--- src/rtl/mc_ctrl_pkg.sv ---
// rtl/mc_ctrl_pkg.sv - shared constants and state type for the multicycle control unit
//
// Purpose: opcode/funct encodings, ALU control codes, PC/ALU mux selects,
// trap-cause codes and the controller state enum.
// Ports: none (package).
package mc_ctrl_pkg;

  // Opcodes
  localparam logic [5:0] OP_RTYPE = 6'b000000;
  localparam logic [5:0] OP_LW    = 6'b100011;
  localparam logic [5:0] OP_SW    = 6'b101011;
  localparam logic [5:0] OP_BEQ   = 6'b000100;
  localparam logic [5:0] OP_J     = 6'b000010;
  localparam logic [5:0] OP_ADDI  = 6'b001000;

  // R-type funct field
  localparam logic [5:0] FN_NOP = 6'b000000;
  localparam logic [5:0] FN_ADD = 6'b100000;
  localparam logic [5:0] FN_SUB = 6'b100010;
  localparam logic [5:0] FN_AND = 6'b100100;
  localparam logic [5:0] FN_OR  = 6'b100101;
  localparam logic [5:0] FN_SLT = 6'b101010;

  // ALU control codes
  localparam logic [3:0] ALU_ADD = 4'b1000;
  localparam logic [3:0] ALU_SUB = 4'b0001;
  localparam logic [3:0] ALU_AND = 4'b0010;
  localparam logic [3:0] ALU_SLT = 4'b0100;
  localparam logic [3:0] ALU_OR  = 4'b0101;
  localparam logic [3:0] ALU_NOP = 4'b1111;

  // PC source select
  localparam logic [1:0] PCSRC_ALU    = 2'b00;
  localparam logic [1:0] PCSRC_ALUOUT = 2'b01;
  localparam logic [1:0] PCSRC_JUMP   = 2'b10;

  // ALU operand B select
  localparam logic [1:0] SRCB_B      = 2'b00;
  localparam logic [1:0] SRCB_FOUR   = 2'b01;
  localparam logic [1:0] SRCB_IMM    = 2'b10;
  localparam logic [1:0] SRCB_IMM_SH = 2'b11;

  // Trap causes
  localparam logic [1:0] TRAP_NONE    = 2'b00;
  localparam logic [1:0] TRAP_ILLEGAL = 2'b01;
  localparam logic [1:0] TRAP_TIMEOUT = 2'b10;

  typedef enum logic [3:0] {
    ST_IDLE,
    ST_FETCH,
    ST_DECODE,
    ST_MEM_ADDR,
    ST_MEM_READ,
    ST_MEM_WB,
    ST_MEM_WRITE,
    ST_EXECUTE,
    ST_R_WB,
    ST_BRANCH,
    ST_JUMP,
    ST_ADDI_EX,
    ST_ADDI_WB,
    ST_TRAP
  } state_e;

  // States that hold on the memory handshake and are subject to the timeout.
  function automatic logic is_wait_state(input state_e s);
    return (s == ST_FETCH) || (s == ST_MEM_READ) || (s == ST_MEM_WRITE);
  endfunction

endpackage

--- src/rtl/alu_funct_decoder.sv ---
// rtl/alu_funct_decoder.sv - R-type funct to ALU control decoder
//
// Purpose: maps an R-type funct to its ALU control code and flags whether the
// funct is one of the supported operations.
// Ports:
//   funct_i      funct field
//   alu_cntrl_o  ALU control code (NOP code when funct is not supported)
//   valid_o      funct is ADD/SUB/AND/OR/SLT
module alu_funct_decoder
  import mc_ctrl_pkg::*;
#(
  parameter int FUNCT_W = 6,
  parameter int ALUC_W  = 4
) (
  input  logic [FUNCT_W-1:0] funct_i,
  output logic [ALUC_W-1:0]  alu_cntrl_o,
  output logic               valid_o
);

  always_comb begin
    alu_cntrl_o = ALU_NOP;
    valid_o     = 1'b1;
    case (funct_i)
      FN_ADD:  alu_cntrl_o = ALU_ADD;
      FN_SUB:  alu_cntrl_o = ALU_SUB;
      FN_AND:  alu_cntrl_o = ALU_AND;
      FN_OR:   alu_cntrl_o = ALU_OR;
      FN_SLT:  alu_cntrl_o = ALU_SLT;
      default: valid_o     = 1'b0;
    endcase
  end

endmodule

--- src/rtl/multicycle_control_unit.sv ---
// rtl/multicycle_control_unit.sv - multicycle MIPS control FSM with memory handshake
//
// Purpose: sequences the shared-memory multicycle datapath one step per clock,
// with ready-based memory waits, a wait timeout, a sticky trap and a retired
// instruction counter.
// Ports:
//   clk, rst_n                 clock, async active-low reset
//   op_in, func_in             opcode/funct from the instruction register
//   mem_ready                  memory access complete
//   mem_read, mem_write,
//   i_or_d, ir_write           memory and IR controls
//   pc_write, pc_write_cond,
//   pc_source                  PC update controls
//   alu_src_a, alu_src_b,
//   alu_cntrl                  ALU operand selects and operation
//   reg_write, reg_dst,
//   mem_to_reg                 register-file controls
//   trap, trap_cause           sticky trap flag and its cause
//   retire, retired_cnt        completion pulse and wrapping counter
module multicycle_control_unit
  import mc_ctrl_pkg::*;
#(
  parameter int OP_W     = 6,
  parameter int FUNCT_W  = 6,
  parameter int ALUC_W   = 4,
  parameter int WAIT_MAX = 16,
  parameter int CNT_W    = 32
) (
  input  logic               clk,
  input  logic               rst_n,
  input  logic [OP_W-1:0]    op_in,
  input  logic [FUNCT_W-1:0] func_in,
  input  logic               mem_ready,
  output logic               mem_read,
  output logic               mem_write,
  output logic               i_or_d,
  output logic               ir_write,
  output logic               pc_write,
  output logic               pc_write_cond,
  output logic [1:0]         pc_source,
  output logic               alu_src_a,
  output logic [1:0]         alu_src_b,
  output logic [ALUC_W-1:0]  alu_cntrl,
  output logic               reg_write,
  output logic               reg_dst,
  output logic               mem_to_reg,
  output logic               trap,
  output logic [1:0]         trap_cause,
  output logic               retire,
  output logic [CNT_W-1:0]   retired_cnt
);

  localparam int WAIT_W = (WAIT_MAX > 1) ? $clog2(WAIT_MAX) : 1;
  localparam logic [WAIT_W-1:0] WAIT_LAST = WAIT_W'(WAIT_MAX - 1);

  state_e              state_q, state_d;
  logic [OP_W-1:0]     op_q;
  logic [FUNCT_W-1:0]  func_q;
  logic [WAIT_W-1:0]   wait_cnt_q, wait_cnt_d;
  logic [1:0]          trap_cause_q, trap_cause_d;
  logic                retire_q, retire_d;
  logic [CNT_W-1:0]    retired_cnt_q;

  logic [FUNCT_W-1:0]  dec_funct;
  logic [ALUC_W-1:0]   dec_alu;
  logic                dec_valid;
  logic                timeout_hit;

  // The decoder sees the live funct only for the DECODE legality check; every
  // later state uses the latched copy, so func_in never reaches an output.
  assign dec_funct = (state_q == ST_DECODE) ? func_in : func_q;

  alu_funct_decoder #(
    .FUNCT_W (FUNCT_W),
    .ALUC_W  (ALUC_W)
  ) u_funct_dec (
    .funct_i     (dec_funct),
    .alu_cntrl_o (dec_alu),
    .valid_o     (dec_valid)
  );

  // A ready in the last allowed wait cycle takes priority over the timeout.
  assign timeout_hit = (WAIT_MAX != 0) && !mem_ready && (wait_cnt_q == WAIT_LAST);

  // Next-state, trap cause and retire decision
  always_comb begin
    state_d      = state_q;
    trap_cause_d = trap_cause_q;
    retire_d     = 1'b0;
    case (state_q)
      ST_IDLE: state_d = ST_FETCH;
      ST_FETCH: begin
        if (mem_ready) begin
          state_d = ST_DECODE;
        end else if (timeout_hit) begin
          state_d      = ST_TRAP;
          trap_cause_d = TRAP_TIMEOUT;
        end
      end
      ST_DECODE: begin
        if (op_in == OP_LW || op_in == OP_SW) begin
          state_d = ST_MEM_ADDR;
        end else if (op_in == OP_RTYPE) begin
          if (func_in == FN_NOP) begin
            state_d  = ST_FETCH;
            retire_d = 1'b1;
          end else if (dec_valid) begin
            state_d = ST_EXECUTE;
          end else begin
            state_d      = ST_TRAP;
            trap_cause_d = TRAP_ILLEGAL;
          end
        end else if (op_in == OP_BEQ) begin
          state_d = ST_BRANCH;
        end else if (op_in == OP_J) begin
          state_d = ST_JUMP;
        end else if (op_in == OP_ADDI) begin
          state_d = ST_ADDI_EX;
        end else begin
          state_d      = ST_TRAP;
          trap_cause_d = TRAP_ILLEGAL;
        end
      end
      ST_MEM_ADDR: state_d = (op_q == OP_SW) ? ST_MEM_WRITE : ST_MEM_READ;
      ST_MEM_READ: begin
        if (mem_ready) begin
          state_d = ST_MEM_WB;
        end else if (timeout_hit) begin
          state_d      = ST_TRAP;
          trap_cause_d = TRAP_TIMEOUT;
        end
      end
      ST_MEM_WRITE: begin
        if (mem_ready) begin
          state_d  = ST_FETCH;
          retire_d = 1'b1;
        end else if (timeout_hit) begin
          state_d      = ST_TRAP;
          trap_cause_d = TRAP_TIMEOUT;
        end
      end
      ST_EXECUTE: state_d = ST_R_WB;
      ST_ADDI_EX: state_d = ST_ADDI_WB;
      ST_MEM_WB, ST_R_WB, ST_BRANCH, ST_JUMP, ST_ADDI_WB: begin
        state_d  = ST_FETCH;
        retire_d = 1'b1;
      end
      ST_TRAP: state_d = ST_TRAP;
      default: state_d = ST_IDLE;
    endcase
  end

  // Wait counter restarts on every entry to a wait state.
  always_comb begin
    wait_cnt_d = '0;
    if (is_wait_state(state_q) && (state_d == state_q)) begin
      wait_cnt_d = wait_cnt_q + WAIT_W'(1);
    end
  end

  always_ff @(posedge clk or negedge rst_n) begin
    if (!rst_n) begin
      state_q       <= ST_IDLE;
      op_q          <= '0;
      func_q        <= '0;
      wait_cnt_q    <= '0;
      trap_cause_q  <= TRAP_NONE;
      retire_q      <= 1'b0;
      retired_cnt_q <= '0;
    end else begin
      state_q      <= state_d;
      wait_cnt_q   <= wait_cnt_d;
      trap_cause_q <= trap_cause_d;
      retire_q     <= retire_d;
      if (retire_d) begin
        retired_cnt_q <= retired_cnt_q + CNT_W'(1);
      end
      if (state_q == ST_DECODE) begin
        op_q   <= op_in;
        func_q <= func_in;
      end
    end
  end

  // Datapath controls decoded from the registered state
  always_comb begin
    mem_read      = 1'b0;
    mem_write     = 1'b0;
    i_or_d        = 1'b0;
    ir_write      = 1'b0;
    pc_write      = 1'b0;
    pc_write_cond = 1'b0;
    pc_source     = PCSRC_ALU;
    alu_src_a     = 1'b0;
    alu_src_b     = SRCB_B;
    alu_cntrl     = ALU_NOP;
    reg_write     = 1'b0;
    reg_dst       = 1'b0;
    mem_to_reg    = 1'b0;
    trap          = 1'b0;
    case (state_q)
      ST_FETCH: begin
        mem_read  = 1'b1;
        alu_src_b = SRCB_FOUR;
        alu_cntrl = ALU_ADD;
        ir_write  = mem_ready;
        pc_write  = mem_ready;
      end
      ST_DECODE: begin
        alu_src_b = SRCB_IMM_SH;
        alu_cntrl = ALU_ADD;
      end
      ST_MEM_ADDR, ST_ADDI_EX: begin
        alu_src_a = 1'b1;
        alu_src_b = SRCB_IMM;
        alu_cntrl = ALU_ADD;
      end
      ST_MEM_READ: begin
        mem_read = 1'b1;
        i_or_d   = 1'b1;
      end
      ST_MEM_WB: begin
        reg_write  = 1'b1;
        mem_to_reg = 1'b1;
      end
      ST_MEM_WRITE: begin
        mem_write = 1'b1;
        i_or_d    = 1'b1;
      end
      ST_EXECUTE: begin
        alu_src_a = 1'b1;
        alu_cntrl = dec_alu;
      end
      ST_R_WB: begin
        reg_write = 1'b1;
        reg_dst   = 1'b1;
        alu_cntrl = dec_alu;
      end
      ST_BRANCH: begin
        alu_src_a     = 1'b1;
        alu_cntrl     = ALU_SUB;
        pc_write_cond = 1'b1;
        pc_source     = PCSRC_ALUOUT;
      end
      ST_JUMP: begin
        pc_write  = 1'b1;
        pc_source = PCSRC_JUMP;
      end
      ST_ADDI_WB: begin
        reg_write = 1'b1;
        alu_cntrl = ALU_ADD;
      end
      ST_TRAP: trap = 1'b1;
      default: ;
    endcase
  end

  assign trap_cause  = trap_cause_q;
  assign retire      = retire_q;
  assign retired_cnt = retired_cnt_q;

endmodule

--- config.mk ---
export PLATFORM = sky130hd
export DESIGN_NAME = multicycle_control_unit
export DESIGN_NICKNAME = d
export VERILOG_FILES = /design/src/rtl/mc_ctrl_pkg.sv /design/src/rtl/alu_funct_decoder.sv /design/src/rtl/multicycle_control_unit.sv
export SDC_FILE = /design/constraint.sdc
export NUM_CORES = 1
export LEC_CHECK = 0
export CORE_MARGIN = 1.5
export CORE_UTILIZATION = 51
export CTS_CLUSTER_DIAMETER = 120
export CTS_CLUSTER_SIZE = 8
export DETAILED_ROUTE_END_ITERATION = 8
export HOLD_SLACK_MARGIN = 0.15
export PLACE_DENSITY_LB_ADDON = 0.3
export SETUP_SLACK_MARGIN = 0.15
export SLEW_MARGIN = 20
export SYNTH_ARGS = -nofsm -noshare
export SYNTH_HDL_FRONTEND = slang
export SYNTH_SLANG_ARGS = --single-unit
--- constraint.sdc ---
create_clock -name clk -period 3.66 [get_ports clk]
set_clock_uncertainty 0.2 [all_clocks]
set_input_delay 1.098 -clock clk [delete_from_list [all_inputs] [get_ports clk]]
set_output_delay 1.098 -clock clk [all_outputs]
set_load 0.02 [all_outputs]
==> out/results.txt <==
Status: finished clean
Die Ht: 83.19 um
Final Core Density: 68.35%
Area of the die: 6921 sq um
Clock buffer count from CTS: 5
Worst EP required: 2360 ps
DRC Markers: 0
Netlist Area Pre-Place: 3279 sq um
Initial Util: 52.24%
Min Tclk post-route: 3494 ps
Yosys reg bits: 55
Hold Crit Class: reg2reg
Gr ovfl total: 0
Vias in the first global route: 2946
Clock slew at reported path FFs: 90 ps
Vias/cell: 5.822
Area leader, netlist: dfrtp_1
CORE AREA: 6277 sq um
Storage cell area: 1376 sq um
Yosys warns: 0
Fin crit share: 95.48%
Die width: 83.19 um
WL/cell: 15.95 um
Clock root cell: clkbuf_8
Number of top-level pins: 69
Post-Syn Nets: 391
Area Overhead vs Synth: 30.83%
Final setup fails: 0
Max FO, Critical Path: 3
Initial antenna violation count: 0
Worst slew pin tran: 612.7 ps
Hold_buf cts: 0
Synth Instances: 374
Worst hold path cell count: 1
Row cnt: 29
First DRT Iteration DRCs: 178
Clock buffer depth: 2
Worst-case reg-to-reg path depth: 7
Syn Area/Cell: 8.768 sq um
Synth top cells by count: 58 x nand2_1, 55 x dfrtp_1, 35 x nor2_1
Top cells by area, synth: dfrtp_1 42%, xnor2_1 7.5%, nand2_1 6.6%, nand4_1 4.4%, nor2_1 4.0%
Footprint of the multi-input gates: 1819 sq um
CP endpoint kind: primary output
Max_slew headroom: 59.15%
Clk Latency, worst-skew pair: 320 ps
Synth top area share: 41.97%
Fin nets: 474
EDFF count, synth: 0
Distinct cells, synth: 53
CTS H-Tree Depth: 2
CP arrival: 2200 ps
Pins Over Slew Limit: 0
Count leader, synth: nand2_1
Ratio of cells with drive above 1 in the final layout: 14.44%
Worst Setup Start Kind: input pin
Antenna-violating nets left: 0
Maximum clock rate: 0.2862 GHz
Worst vdd ir: 0.4560 mV
Gr usage total: 24.94%
Power Dens Cells: 619.2 nW/um^2
Initial DRT Pass Iterations: 4
Vias: 3109
Clk sinks: 55
First-pass GRT wire length: 14160 um
Ys async rst share: 100.0%
Routability cong.: 0.8684
Cell Count, Final, Fillers Out: 534
Register area share after synthesis: 41.97%
Port bufs: 68
Unrepaired setup endpoints after global routing: yes
Total negative setup slack: 0 ps
Setup CP Type: in2out
Hold Vio Cnt, Final: 0
Leakage power: 1.875 nW
TritonCTS clock tree: yes
DRT Wirelength: 8519 um
Placed Cells: 523
Post-DP HPWL: 5944 um
Hold WS: 274.8 ps
Fillers: 502
Largest net degree at the start of global routing: 34
Top FF cell, synth: dfrtp_1
Maxcap violations: 0
Antenna Cells: 0
-- timing repair --
item,4_1_cts,5_1_grt
setup buffers,0,4
resized for setup,33,29
setup endpoints to repair,8,13
pin swaps,2,5
-- final cells by class --
class	count	share of cell area, %
multi-input combinational	288	42.40
sequential	55	32.08
timing repair buffer	97	20.27
tap	77	2.246
clock buffer	6	1.925
inverter	10	0.8749
clock inverter	1	0.2041
-- layout by cell type (no fill, tap or decap), drive strengths merged, types with 4 or more instances in the layout --
| cell | instances |
|---|---|
| a221oi | 4 |
| nor3 | 12 |
| dlymetal6s2s | 6 |
| nand2b | 7 |
| clkdlybuf4s50 | 47 |
| and3 | 11 |
| nor3b | 4 |
| nor2 | 35 |
| o21a | 4 |
| nand3 | 17 |
| clkbuf | 13 |
| nand2 | 58 |
| xor2 | 7 |
| nor2b | 6 |
| a21oi | 9 |
| buf | 33 |
| nor4 | 7 |
| xnor2 | 28 |
| dfrtp | 55 |
| o21ai | 6 |
| inv | 11 |
| nand4 | 23 |
-- sequential cells by signal, summed over array words and instances, names as in the netlist --
register / count
trap_cause: 2
retire: 1
retired_cnt: 32
func_q: 6
op_q: 6
wait_cnt_q: 4
state_q: 4
-- power breakdown --
group | switching, mW | total, mW | internal, mW | leakage, nW
clock network | 0.195 | 0.347 | 0.153 | 0.0477
logic | 0.844 | 1.44 | 0.600 | 1.12
registers | 0.127 | 0.865 | 0.738 | 0.702
-- cell families (layout without fill, tap and decap cells) --
logic type | count (synthesis) | in the layout | synth area share (%)
buf+inv | 31 | 114 | 4.235
fa+ha+maj | 2 | 2 | 0.7629
simple gates | 197 | 197 | 31.25
xor+xnor | 35 | 35 | 9.348
mux | 5 | 5 | 1.641
compound gates | 49 | 49 | 10.80
flops | 55 | 55 | 41.97
-- worst max-delay path: stages --
cell and delay (ps):
clkdlybuf4s15_1 230, nor2_2 70, a22oi_2 160, o22ai_2 130, o21a_1 190, a21oi_1 140, buf_4 170
-- per-layer routing --
metal	routed length, um	vias up	track usage [%]
met5	0	-	0
met2	4081	129	41.32
met1	3725	1473	32.81
li1	-	1490	-
met3	538	17	4.175
met4	174	0	9.697
-- final timing paths --
kind / start / slack, ps / endpoint
max: func_in[3] / 170 / alu_cntrl[3]
min in group asynchronous: rst_n / 590 / retired_cnt[30]
max in group asynchronous: rst_n / 2030 / func_q[0]
min: wait_cnt_q[0] / 270 / wait_cnt_q[0]
max reg2reg: state_q[3] / 1090 / retired_cnt[28]
min reg2reg: wait_cnt_q[0] / 270 / wait_cnt_q[0]
-- metrics by stage --
stage               cell area, sq um  setup WS, ps  power [mW]
global route                    4290         91.63       2.833
CTS                             4243         152.5       2.624
detailed placement              4150        -580.5       2.295
finish                          4290         165.6       2.657
global placement                4150        -555.7       2.260
floorplan                       3279         336.7       1.771
Note: power is estimated with default switching activity, not from simulation.
